[src/rtl/decoder_seq_pkg.sv]
// decoder_sequencer shared definitions.
// Mode encodings and sweep FSM states.
package decoder_seq_pkg;

    localparam logic [1:0] MODE_DIRECT    = 2'b00;
    localparam logic [1:0] MODE_SCAN_UP   = 2'b01;
    localparam logic [1:0] MODE_SCAN_DOWN = 2'b10;
    localparam logic [1:0] MODE_SWEEP     = 2'b11;

    typedef enum logic [1:0] {
        ST_IDLE = 2'd0,
        ST_RUN  = 2'd1,
        ST_FIN  = 2'd2
    } state_e;

endpackage

[src/rtl/decoder_sequencer_onehot_dec.sv]
// Combinational index to one-hot decode.
// Output is all-zero when en is low.
module onehot_dec #(
    parameter int SEL_W = 2
) (
    input  logic                  en,
    input  logic [SEL_W-1:0]      idx,
    output logic [2**SEL_W-1:0]   onehot
);

    always_comb begin
        onehot = '0;
        if (en) onehot[idx] = 1'b1;
    end

endmodule

[src/rtl/decoder_sequencer.sv]
// Registered one-hot decoder with scan and sweep sequencing.
// All outputs come straight from flops.
module decoder_sequencer
    import decoder_seq_pkg::*;
#(
    parameter int SEL_W = 2,
    parameter int DWELL = 1
) (
    input  logic                clk,
    input  logic                rst_n,
    input  logic                en,
    input  logic [1:0]          mode,
    input  logic [SEL_W-1:0]    sel,
    input  logic                start,
    output logic [2**SEL_W-1:0] dout,
    output logic [SEL_W-1:0]    idx,
    output logic                busy,
    output logic                done
);

    localparam int DW = (DWELL > 1) ? $clog2(DWELL) : 1;
    localparam logic [DW-1:0]    DW_LAST = DW'(DWELL - 1);
    localparam logic [SEL_W-1:0] IDX_MAX = '1;

    state_e              st_q, st_d;
    logic [SEL_W-1:0]    idx_d;
    logic [DW-1:0]       dwell_q, dwell_d, eff;
    logic [1:0]          mode_q, mode_d;
    logic                busy_d, done_d, on_d;
    logic                hold_q, hold_d;
    logic                last;
    logic [2**SEL_W-1:0] dout_d;

    onehot_dec #(.SEL_W(SEL_W)) u_dec (
        .en     (on_d),
        .idx    (idx_d),
        .onehot (dout_d)
    );

    always_ff @(posedge clk) begin
        if (!rst_n) begin
            st_q    <= ST_IDLE;
            idx     <= '0;
            dwell_q <= '0;
            mode_q  <= MODE_DIRECT;
            busy    <= 1'b0;
            done    <= 1'b0;
            hold_q  <= 1'b0;
            dout    <= '0;
        end else begin
            st_q    <= st_d;
            idx     <= idx_d;
            dwell_q <= dwell_d;
            mode_q  <= mode_d;
            busy    <= busy_d;
            done    <= done_d;
            hold_q  <= hold_d;
            dout    <= dout_d;
        end
    end

    // A mode change restarts the dwell count; the first edge after
    // en returns only re-lights dout without advancing.
    always_comb begin
        st_d    = st_q;
        idx_d   = idx;
        dwell_d = dwell_q;
        mode_d  = mode_q;
        busy_d  = busy;
        done_d  = 1'b0;
        on_d    = 1'b0;
        hold_d  = 1'b0;
        eff     = (mode != mode_q) ? '0 : dwell_q;
        last    = (eff == DW_LAST);
        if (!en) begin
            hold_d = 1'b1;
        end else begin
            mode_d = mode;
            if (st_q == ST_FIN) st_d = ST_IDLE;
            if (st_q == ST_RUN && mode != MODE_SWEEP) begin
                st_d   = ST_IDLE;
                busy_d = 1'b0;
            end
            unique case (mode)
                MODE_DIRECT: begin
                    idx_d   = sel;
                    dwell_d = '0;
                    on_d    = 1'b1;
                end
                MODE_SCAN_UP, MODE_SCAN_DOWN: begin
                    on_d = 1'b1;
                    if (hold_q) begin
                        dwell_d = eff;
                    end else if (last) begin
                        idx_d   = (mode == MODE_SCAN_UP) ?
                                  idx + 1'b1 : idx - 1'b1;
                        dwell_d = '0;
                    end else begin
                        dwell_d = eff + 1'b1;
                    end
                end
                MODE_SWEEP: begin
                    unique case (st_q)
                        ST_IDLE: begin
                            if (start) begin
                                idx_d   = '0;
                                dwell_d = '0;
                                on_d    = 1'b1;
                                busy_d  = 1'b1;
                                st_d    = ST_RUN;
                            end
                        end
                        ST_RUN: begin
                            on_d = 1'b1;
                            if (!hold_q && last) begin
                                if (idx == IDX_MAX) begin
                                    on_d   = 1'b0;
                                    busy_d = 1'b0;
                                    done_d = 1'b1;
                                    st_d   = ST_FIN;
                                end else begin
                                    idx_d   = idx + 1'b1;
                                    dwell_d = '0;
                                end
                            end else if (!hold_q) begin
                                dwell_d = eff + 1'b1;
                            end
                        end
                        default: begin
                            on_d = 1'b0;
                            st_d = ST_IDLE;
                        end
                    endcase
                end
                default: on_d = 1'b0;
            endcase
        end
    end

endmodule

[config.mk]
export PLATFORM = sky130hd
export DESIGN_NAME = decoder_sequencer
export DESIGN_NICKNAME = d
export VERILOG_FILES = /design/src/rtl/decoder_seq_pkg.sv /design/src/rtl/decoder_sequencer_onehot_dec.sv /design/src/rtl/decoder_sequencer.sv
export SDC_FILE = /design/constraint.sdc
export NUM_CORES = 1
export LEC_CHECK = 0
export CAP_MARGIN = 15
export CORE_AREA = 5 5 63 65
export CTS_CLUSTER_SIZE = 8
export DETAILED_ROUTE_END_ITERATION = 10
export DIE_AREA = 0 0 68 70
export HOLD_SLACK_MARGIN = 0.05
export PLACE_DENSITY_LB_ADDON = 0.25
export SLEW_MARGIN = 20
export SYNTH_ARGS = -nofsm -noshare
export SYNTH_HDL_FRONTEND = slang
export SYNTH_SLANG_ARGS = --single-unit
export TNS_END_PERCENT = 10
[constraint.sdc]
create_clock -name clk -period 2.5 [get_ports clk]
set_clock_uncertainty 0.1 [all_clocks]
set_input_delay 0.25 -clock clk [delete_from_list [all_inputs] [get_ports clk]]
set_output_delay 0.25 -clock clk [all_outputs]
set_load 0.01 [all_outputs]
# [Yosys cells after proc, flatten, opt, wreduce, memory -nomap -nowiden]
# Index checks and enable logic that the tools add are counted.
# Widths: inputs -> output; s select.
[classes] n_addsub=3 n_lt_le_gt_ge=2 eq_ne=12 mux=41 bitwise_logic=1 n_reduce_logical=11
[ops] operator="$mux 2" count=13
[ops] operator="$mux 1" count=19
[ops] operator="$reduce_and 5->1" count=2
[ops] operator="$eq 2x2->1 const B" count=4
[ops] operator="$ne 4x4->1 const B" count=2
[ops] operator="$pmux 1 s2" count=4
[ops] operator="$pmux 2 s2" count=2
[ops] operator="$pmux 2 s3" count=1
[ops] operator="$eq 2x1->1 const B" count=2
[ops] operator="$logic_not 2->1" count=2
[ops] operator="$logic_and 1x1->1" count=3
[ops] operator="$lt 2x3->1 const B" count=1
[ops] operator="$ne 3x2->1 const B" count=1
[ops] operator="$ne 3x3->1 const B" count=1
[ops] operator="$pmux 1 s3" count=1
[ops] operator="$reduce_or 3->1" count=1
[ops] operator="$add 2x1->2 const B" count=1
[ops] operator="$demux 1 s2" count=1
[ops] operator="$ge 2x1->1 const B" count=1
[ops] operator="$ne 2x2->1" count=1
[ops] operator="$ne 2x2->1 const B" count=1
[ops] operator="$reduce_and 2->1" count=1
[ops] operator="$reduce_or 2->1" count=1
[ops] operator="$sub 2x1->2 const B" count=1
[ops] operator="other kinds (3)" count=3
[word_totals] register_bits=14 input_bits=8 out_inout_bits=8 elab_cells=78

# [Longest topological paths before layout]
# Gate-level depths: netlist of the first run.
[logic_depth] ltp_word=12 depth_mapped=7

# [By module]
# From an unflattened synthesis of the first run, not the netlist that was laid out.
[unflattened] cells_unflattened=104 area_unflattened_um2=944.7
[by_module_without_submodules] module="decoder_sequencer" instances=1 cells_each=100 area_each_um2=907.1 seq_area_each_um2=280.3
[by_module_without_submodules] module="onehot_dec" instances=1 cells_each=4 area_each_um2=37.5 seq_area_each_um2=0.0

# [Worst setup path after synthesis of the first run]
# OpenSTA, ideal clock, no wires.
[synth_timing] path_kind="register -> register" start="register idx[1]" end="register dout[1]" setup_time_ns=0.073 t_arrival_ns=1.958 t_required_ns=2.327 slack_ns=0.369 path_stages_with_launch=8 cell_sequence="dfxtp_1 -> inv_1 -> ha_1 -> xor2_1 -> a311oi_1 -> a311o_1 -> o41ai_4 -> nor3b_2"
[synth_between] elab_chain_len=10
[synth_lines] item="from (decl)" line_no="decoder_sequencer.sv:16" text="output logic [SEL_W-1:0] idx,"
[synth_lines] item="from (signal assigned)" line_no="decoder_sequencer.sv:52" text="idx <= idx_d;"
[synth_lines] item="$add 2x1->2, or another cell as far along" line_no="decoder_sequencer.sv:96, decoder_sequencer.sv:122"
[synth_lines] item="$mux 2, on equally long branches" line_no="decoder_sequencer.sv:116, decoder_sequencer.sv:95"
[synth_lines] item="$mux 2, on equally long branches" line_no="decoder_sequencer.sv:115, decoder_sequencer.sv:94"
[synth_lines] item="$pmux 2 s2 or $mux 2 (tied branches)" line_no="decoder_sequencer.sv:103, decoder_sequencer.sv:92"
[synth_lines] item="$pmux 2 s3" line_no="decoder_sequencer.sv:84" text="unique case (mode)"
[synth_lines] item="$mux 2" line_no="decoder_sequencer.sv:75" text="if (!en) begin"
[synth_lines] item="$lt 2x3->1 (implied by the code) or $ge 2x1->1 (tied branches)" line_no="decoder_sequencer_onehot_dec.sv:13" text="if (en) onehot[idx] = 1'b1;"
[synth_lines] item="$logic_and 1x1->1 (implied by the code)" line_no="decoder_sequencer_onehot_dec.sv:13"
[synth_lines] item="$mux 1 (implied by the code)" line_no="decoder_sequencer_onehot_dec.sv:13"
[synth_lines] item="$demux 1 s2"
[synth_lines] item="to (signal assigned)" line_no="decoder_sequencer.sv:58" text="dout <= dout_d;"
[synth_lines] item="to (decl)" line_no="decoder_sequencer.sv:15" text="output logic [2**SEL_W-1:0] dout,"
# Parallel ways exist; a longest one is shown, timed or not.
# A chain may end at the register's enable or synchronous reset.

# [Final worst setup path of the first run]
[layout_timing] start="input port mode[0]" end="register dout[1]"
[layout_between] elab_chain_len=12
[layout_lines] item="from (decl)" line_no="decoder_sequencer.sv:12" text="input logic [1:0] mode,"
[layout_lines] item="$ne 2x2->1" line_no="decoder_sequencer.sv:73" text="eff = (mode != mode_q) ? '0 : dwell_q;"
[layout_lines] item="$mux 1" line_no="decoder_sequencer.sv:73"
[layout_lines] item="$not 1->1" line_no="decoder_sequencer.sv:74" text="last = (eff == DW_LAST);"
[layout_lines] item="$logic_and 1x1->1" line_no="decoder_sequencer.sv:115" text="if (!hold_q && last) begin"
[layout_lines] item="$mux 2" line_no="decoder_sequencer.sv:115"
[layout_lines] item="$pmux 2 s2" line_no="decoder_sequencer.sv:103" text="unique case (st_q)"
[layout_lines] item="$pmux 2 s3" line_no="decoder_sequencer.sv:84"
[layout_lines] item="$mux 2" line_no="decoder_sequencer.sv:75"
[layout_lines] item="$lt 2x3->1 (implied by the code) or $ge 2x1->1 (tied branches)" line_no="decoder_sequencer_onehot_dec.sv:13"
[layout_lines] item="$logic_and 1x1->1 (implied by the code)" line_no="decoder_sequencer_onehot_dec.sv:13"
[layout_lines] item="$mux 1 (implied by the code)" line_no="decoder_sequencer_onehot_dec.sv:13"
[layout_lines] item="$demux 1 s2"
# Parallel ways exist; a longest one is shown, timed or not.

==> results.sh, run 1 <==
export IMPL_outcome="finished clean"
export IMPL_path_buf_inv=2
export IMPL_async_flop_share_pct=0
export IMPL_drt_initial_drc_count=68
export IMPL_grtUsageTotal_pct=10.5
export IMPL_worstPathArrival_ns=2.32
export IMPL_fin_tns_setup_ns=0
export IMPL_ys_ff_latch=14
export IMPL_rsz0062_at_grt="false"
export IMPL_start_util_pct=28.0
export IMPL_crit_path_end="dout[1]"
export IMPL_routedWlPerCell_um=12.5
export IMPL_grt_pass1_wl_um=3950
export IMPL_slowest_stage="clkdlybuf4s50_1"
export IMPL_rows=21
export IMPL_syn_area_um2=918
export IMPL_fp_dieArea_um2=4760
export IMPL_yosysTopAreaCell="dfxtp_1"
export IMPL_worstPathMaxFanout=6
export IMPL_fin_area_um2=1210
export IMPL_synth_avg_cell_area_um2=8.92
export IMPL_final_util_pct=36.8
export IMPL_clock_sinks=14
export IMPL_swShare_pct=27.6
export IMPL_cap_violations=0
export IMPL_reg2reg_depth=7
export IMPL_worst_slew_pin_slew_ns=0.429
export IMPL_wirelength_um=2150
export IMPL_port_buffers=15
export IMPL_peakVddDrop_mv=0.137
export IMPL_synthTopCellsByArea="dfxtp_1 31%, ha_1 8.2%, o21ai_0 4.9%"
export IMPL_clk_path_buf_depth=2
export IMPL_cts_max_level=1
export IMPL_endpoint_kind="flop"
export IMPL_num_antenna_cells=0
export IMPL_drc_errors=0
export IMPL_cts_root_buf="clkbuf_4"
export IMPL_critPathTopFamily="compound AO/OA/AOI/OAI gates"
export IMPL_nets=141
export IMPL_regToRegStartpoint="idx[0]"
export IMPL_path_clk_slew_ns=0.09
export IMPL_viasPerCell=4.72
export IMPL_vias=811
export IMPL_dr_pass1_iters=4
export IMPL_slew_viol_final=0
export IMPL_max_freq_mhz=453
export IMPL_setup_viol=0
export IMPL_place_hpwl_um=1650
export IMPL_grt_ovfl_total=0
export IMPL_critPathLaunch="mode[0]"
export IMPL_cp_start_kind="input pin"
export IMPL_internal_power_mw=0.390
export IMPL_gp_congestion=0.749
export IMPL_yosysUniqueCellTypes=37
export IMPL_p_seq_share_pct=44.5
export IMPL_grt_pass1_vias=866
export IMPL_crit_cells=8
export IMPL_syn2layout_area_growth_pct=31.5
export IMPL_hold_path_class="reg2reg"
export IMPL_insertion_delay_ns=0.28
export IMPL_fp_dieW_um=68
export IMPL_ioPinCount=16
export IMPL_p_per_area_nw_per_um2=447
export IMPL_hold_buffers=0
export IMPL_synthFlopType="dfxtp_1"
export IMPL_synth_top_area_share_pct=30.5
export IMPL_antenna_found_initial=0
export IMPL_p_sw_mw=0.149
export IMPL_clockPowerShare_pct=30.3
export IMPL_cts_setup_buffers=0
export IMPL_cts_repair_resized=0
export IMPL_synth_edf_count=0
export IMPL_leakage_nw=0.466
export IMPL_syn_nets=117
export IMPL_path_cells="clkdlybuf4s50_1 -> inv_1 -> ha_1 -> nand2b_1 -> a311oi_1 -> a311o_1 -> o41ai_4 -> nor3b_2"
export IMPL_period_share_pct=88.4
export IMPL_fp_dieH_um=70
export IMPL_core_area_um2=3280
export IMPL_reg2reg_to="dout[1]"
export IMPL_r2r_setup_slack_ns=0.38
export IMPL_hold_viol_final=0
export IMPL_yosys_warnings=0
export IMPL_drive_gt1_share_pct=16.7
export IMPL_cp_slowest_stage_delay_ns=0.50
export IMPL_cts_tree="yes"
export IMPL_cts_made_buffers=3
export IMPL_cp_required_ns=2.61
export IMPL_synth_cells=103
export IMPL_combPwrFrac_pct=25.3
export IMPL_placed_cell_area_um2=1170
export IMPL_ant_nets=0
export IMPL_grt_max_degree=12
export IMPL_critical_path_class="in2reg"
export IMPL_slew_headroom_pct=71.3
export IMPL_yosysSeqAreaShare_pct=30.5
export IMPL_finalCriticalPeriod_ns=2.21
==> how the worst min path moves through the flow <==
stage	endpoint	slack, ns	startpoint	depth (start not counted)
after floorplan	mode_q[0]	0.32	mode[0]	2
after global placement	dwell_q	0.42	dwell_q	2
after detailed placement	dwell_q	0.44	dwell_q	2
after CTS	dwell_q	0.45	dwell_q	2
after global routing	dwell_q	0.50	dwell_q	2
final	dwell_q	0.44	dwell_q	2
==> power groups by stage <==
| stage | logic, mW | clock network, mW | registers, mW |
|---|---|---|---|
| after floorplan | 0.0799 | 0 | 0.249 |
| after global placement | 0.135 | 0 | 0.245 |
| after detailed placement | 0.136 | 0 | 0.245 |
| after CTS | 0.137 | 0.171 | 0.240 |
| after global routing | 0.152 | 0.182 | 0.241 |
| final | 0.136 | 0.163 | 0.240 |
==> logic make-up (layout without fill, tap and decap cells) <==
group,after synthesis,after routing,share of synthesized area [%]
mux,6,6,6.81
buf+inv,12,35,4.90
flops,14,14,30.5
simple gates,37,37,23.0
fa+ha+maj,6,6,8.17
compound gates,23,23,21.8
xor+xnor,5,5,4.77
==> flip-flops by register name, summed over array words and instances, names as in the netlist <==
name and count:
idx 2, hold_q 1, done 1, mode_q 2
dout 4, st_q 2, busy 1, dwell_q 1
==> synthesized netlist by cell type, types with 2 or more instances <==
cell type,n
dfxtp_1,14
nand2_1,9
o21ai_0,9
inv_1,8
ha_1,6
nand3_1,5
nor2b_1,5
clkbuf_1,4
mux2i_1,4
nand2b_1,3
nor2_1,3
xor2_1,3
a31oi_1,2
and3b_1,2
mux2_2,2
nor3_1,2
xnor2_1,2
==> placed cells by master (no fill, tap or decap), types with 3 or more instances in the layout <==
cell / instances
nand2b_1: 3
clkbuf_4: 3
xor2_1: 3
buf_4: 8
ha_1: 6
clkdlybuf4s50_1: 15
o21ai_0: 9
nor2b_1: 5
nand2_1: 9
mux2i_1: 4
nand3_1: 5
nor2_1: 3
dfxtp_1: 14
inv_1: 8
==> layout make-up <==
| class | instances | area (µm²) |
|---|---|---|
| clock buffer | 4 | 36.3 |
| fill | 346 | 2080 |
| inverter | 8 | 30.0 |
| multi-input combinational | 77 | 593 |
| sequential | 14 | 280 |
| tap | 46 | 57.6 |
| timing repair buffer | 23 | 210 |
==> worst min-delay path: cells and delay by family (launching register included) <==
kind	cells	cell delay, ns
flip-flops	1	0.37
multiplexers	1	0.06
AND/OR/NAND/NOR	1	0.08
==> per-layer routing <==
metal / vias to the layer above / GRT usage (%) / share of wire (%)
li1: 412 / - / -
met1: 380 / 13.7 / 47
met2: 15 / 16.3 / 48
met3: 4 / 1.60 / 3.3
met4: 0 / 5.52 / 1.8
met5: - / 0 / 0
==> through the flow <==
| stage | power [mW] | hold slack (ns) | setup slack, ns | std cells |
|---|---|---|---|---|
| CTS | 0.548 | 0.449 | 0.297 | 172 |
| global placement | 0.380 | 0.419 | 0.0388 | 168 |
| finish | 0.539 | 0.442 | 0.290 | 172 |
| global route | 0.575 | 0.504 | 0.165 | 172 |
| detailed placement | 0.381 | 0.435 | 0.00392 | 168 |
| floorplan | 0.329 | 0.320 | 0.369 | 103 |
Power figures use the tool's default switching activity.
==> inputs of run 2 (changes only) <==
--- a/config.mk
+++ b/config.mk
@@ -6,10 +6,10 @@
 export NUM_CORES = 1
 export LEC_CHECK = 0
 export CAP_MARGIN = 15
-export CORE_AREA = 5 5 63 65
+export CORE_AREA = 5 5 49 51
 export CTS_CLUSTER_SIZE = 8
 export DETAILED_ROUTE_END_ITERATION = 10
-export DIE_AREA = 0 0 68 70
+export DIE_AREA = 0 0 54 56
 export HOLD_SLACK_MARGIN = 0.05
 export PLACE_DENSITY_LB_ADDON = 0.25
 export SLEW_MARGIN = 20
==> results.sh, run 2 (synthesized netlist as in run 1, its figures left out) <==
export IMPL_p_per_area_nw_per_um2=453
export IMPL_n_fill_cell=165
export IMPL_grt_pass1_wl_um=3690
export IMPL_leakage_nw=0.472
export IMPL_grt_max_degree=12
export IMPL_cts_root_buf="clkbuf_4"
export IMPL_rsz0062_at_grt="false"
export IMPL_reg2reg_depth=7
export IMPL_fp_dieArea_um2=3020
export IMPL_grt_ovfl_total=0
export IMPL_grt_pass1_vias=863
export IMPL_largest_register="dout"
export IMPL_drc_errors=0
export IMPL_wirelength_um=2000
export IMPL_place_inst=150
export IMPL_critical_path_class="in2reg"
export IMPL_final_common_cell="clkdlybuf4s50_1"
export IMPL_peakVddDrop_mv=0.379
export IMPL_viasPerCell=5.36
export IMPL_fin_tns_setup_ns=0
export IMPL_insertion_delay_ns=0.28
export IMPL_syn2layout_area_growth_pct=29.7
export IMPL_cts_made_buffers=3
export IMPL_slew_viol_final=0
export IMPL_ant_nets=0
export IMPL_worstPathMaxFanout=6
export IMPL_hold_buffers=0
export IMPL_place_hpwl_um=1580
export IMPL_min_path_cells=2
export IMPL_nets=142
export IMPL_fp_dieH_um=56
export IMPL_mostFrequentLayoutCells="15 x clkdlybuf4s50_1, 14 x dfxtp_1, 9 x nand2_1, 9 x o21ai_0, 9 x buf_4"
export IMPL_cts_setup_buffers=0
export IMPL_core_area_um2=1900
export IMPL_start_util_pct=48.3
export IMPL_clock_sinks=14
export IMPL_path_clk_slew_ns=0.08
export IMPL_num_antenna_cells=0
export IMPL_period_share_pct=87.6
export IMPL_antenna_found_initial=0
export IMPL_multi_input_area_um2=593
export IMPL_regToRegStartpoint="idx[0]"
export IMPL_vias=826
export IMPL_endpoint_kind="flop"
export IMPL_hold_start="dwell_q"
export IMPL_drt_initial_drc_count=17
export IMPL_largest_reg_flops=4
export IMPL_outcome="finished clean"
export IMPL_clk_path_buf_depth=2
export IMPL_ioPinCount=16
export IMPL_port_buffers=15
export IMPL_hold_path_class="reg2reg"
export IMPL_hold_viol_final=0
export IMPL_worstPathArrival_ns=2.31
export IMPL_seq_area_um2=280
export IMPL_grtUsageTotal_pct=16.1
export IMPL_stdcell_count=154
export IMPL_slew_headroom_pct=71.8
export IMPL_max_freq_mhz=457
export IMPL_cap_violations=0
export IMPL_fp_dieW_um=54
export IMPL_setup_viol=0
export IMPL_cp_required_ns=2.62
export IMPL_worst_hold_slack_ns=0.435
export IMPL_cts_tree="yes"
export IMPL_cts_repair_resized=0
export IMPL_finalCriticalPeriod_ns=2.19
export IMPL_routedWlPerCell_um=13.0
export IMPL_gp_congestion=0.896
export IMPL_worst_slew_pin_slew_ns=0.422
export IMPL_critPathLaunch="mode[1]"
export IMPL_rows=16
export IMPL_cts_max_level=1
export IMPL_drive_gt1_share_pct=17.3
export IMPL_dr_pass1_iters=4
export IMPL_cp_start_kind="input pin"
[run 2: cell types whose count changed in the layout (fill, tap and decap cells not counted), sizes merged]
cell,delta
buf,+1
[run 2: power breakdown]
group / total (mW) / switching [mW] / internal (mW)
sequential: 0.240 / 0.00701 / 0.233
combinational: 0.137 / 0.0672 / 0.0699
clock: 0.163 / 0.0746 / 0.0887
[run 2: metal layers]
layer	share of wire (%)	vias up	wire, µm	track usage [%]
met5	0	-	0	0
met2	49	24	988	25.1
li1	-	416	-	-
met3	5.3	4	107	4.83
met1	44	382	885	20.8
met4	1.0	0	21	4.63
[run 2: area by class of cell]
cell class	count	share of cell area, %
Multi-Input combinational cell	77	49.8
Sequential cell	14	23.5
Timing Repair Buffer	24	18.3
Clock buffer	4	3.05
Tap cell	27	2.84
Inverter	8	2.52
[run 2: metrics by stage]
step / setup WS [ns] / utilization [%] / area, µm² / power [mW]
2_1_floorplan: 0.369 / - / 918 / 0.329
6_report: 0.310 / 62.6 / 1190 / 0.540
3_3_place_gp: 0.0861 / 60.7 / 1150 / 0.377
5_1_grt: 0.145 / 62.6 / 1190 / 0.570
3_5_place_dp: 0.0229 / 60.7 / 1150 / 0.382
4_1_cts: 0.317 / 62.6 / 1190 / 0.542
[run 2: critical path: stages]
cell             delay, ns
clkdlybuf4s50_1       0.48
inv_1                 0.06
ha_1                  0.34
nand2b_1              0.10
a311oi_1              0.05
a311o_1               0.39
o41ai_4               0.43
nor3b_2               0.21
[run 2: worst paths after layout]
path / to / slack, ns
worst min-delay path: dwell_q / 0.43
worst max register to register: dout[1] / 0.34
worst max-delay path: dout[1] / 0.31
worst min register to register: dwell_q / 0.43
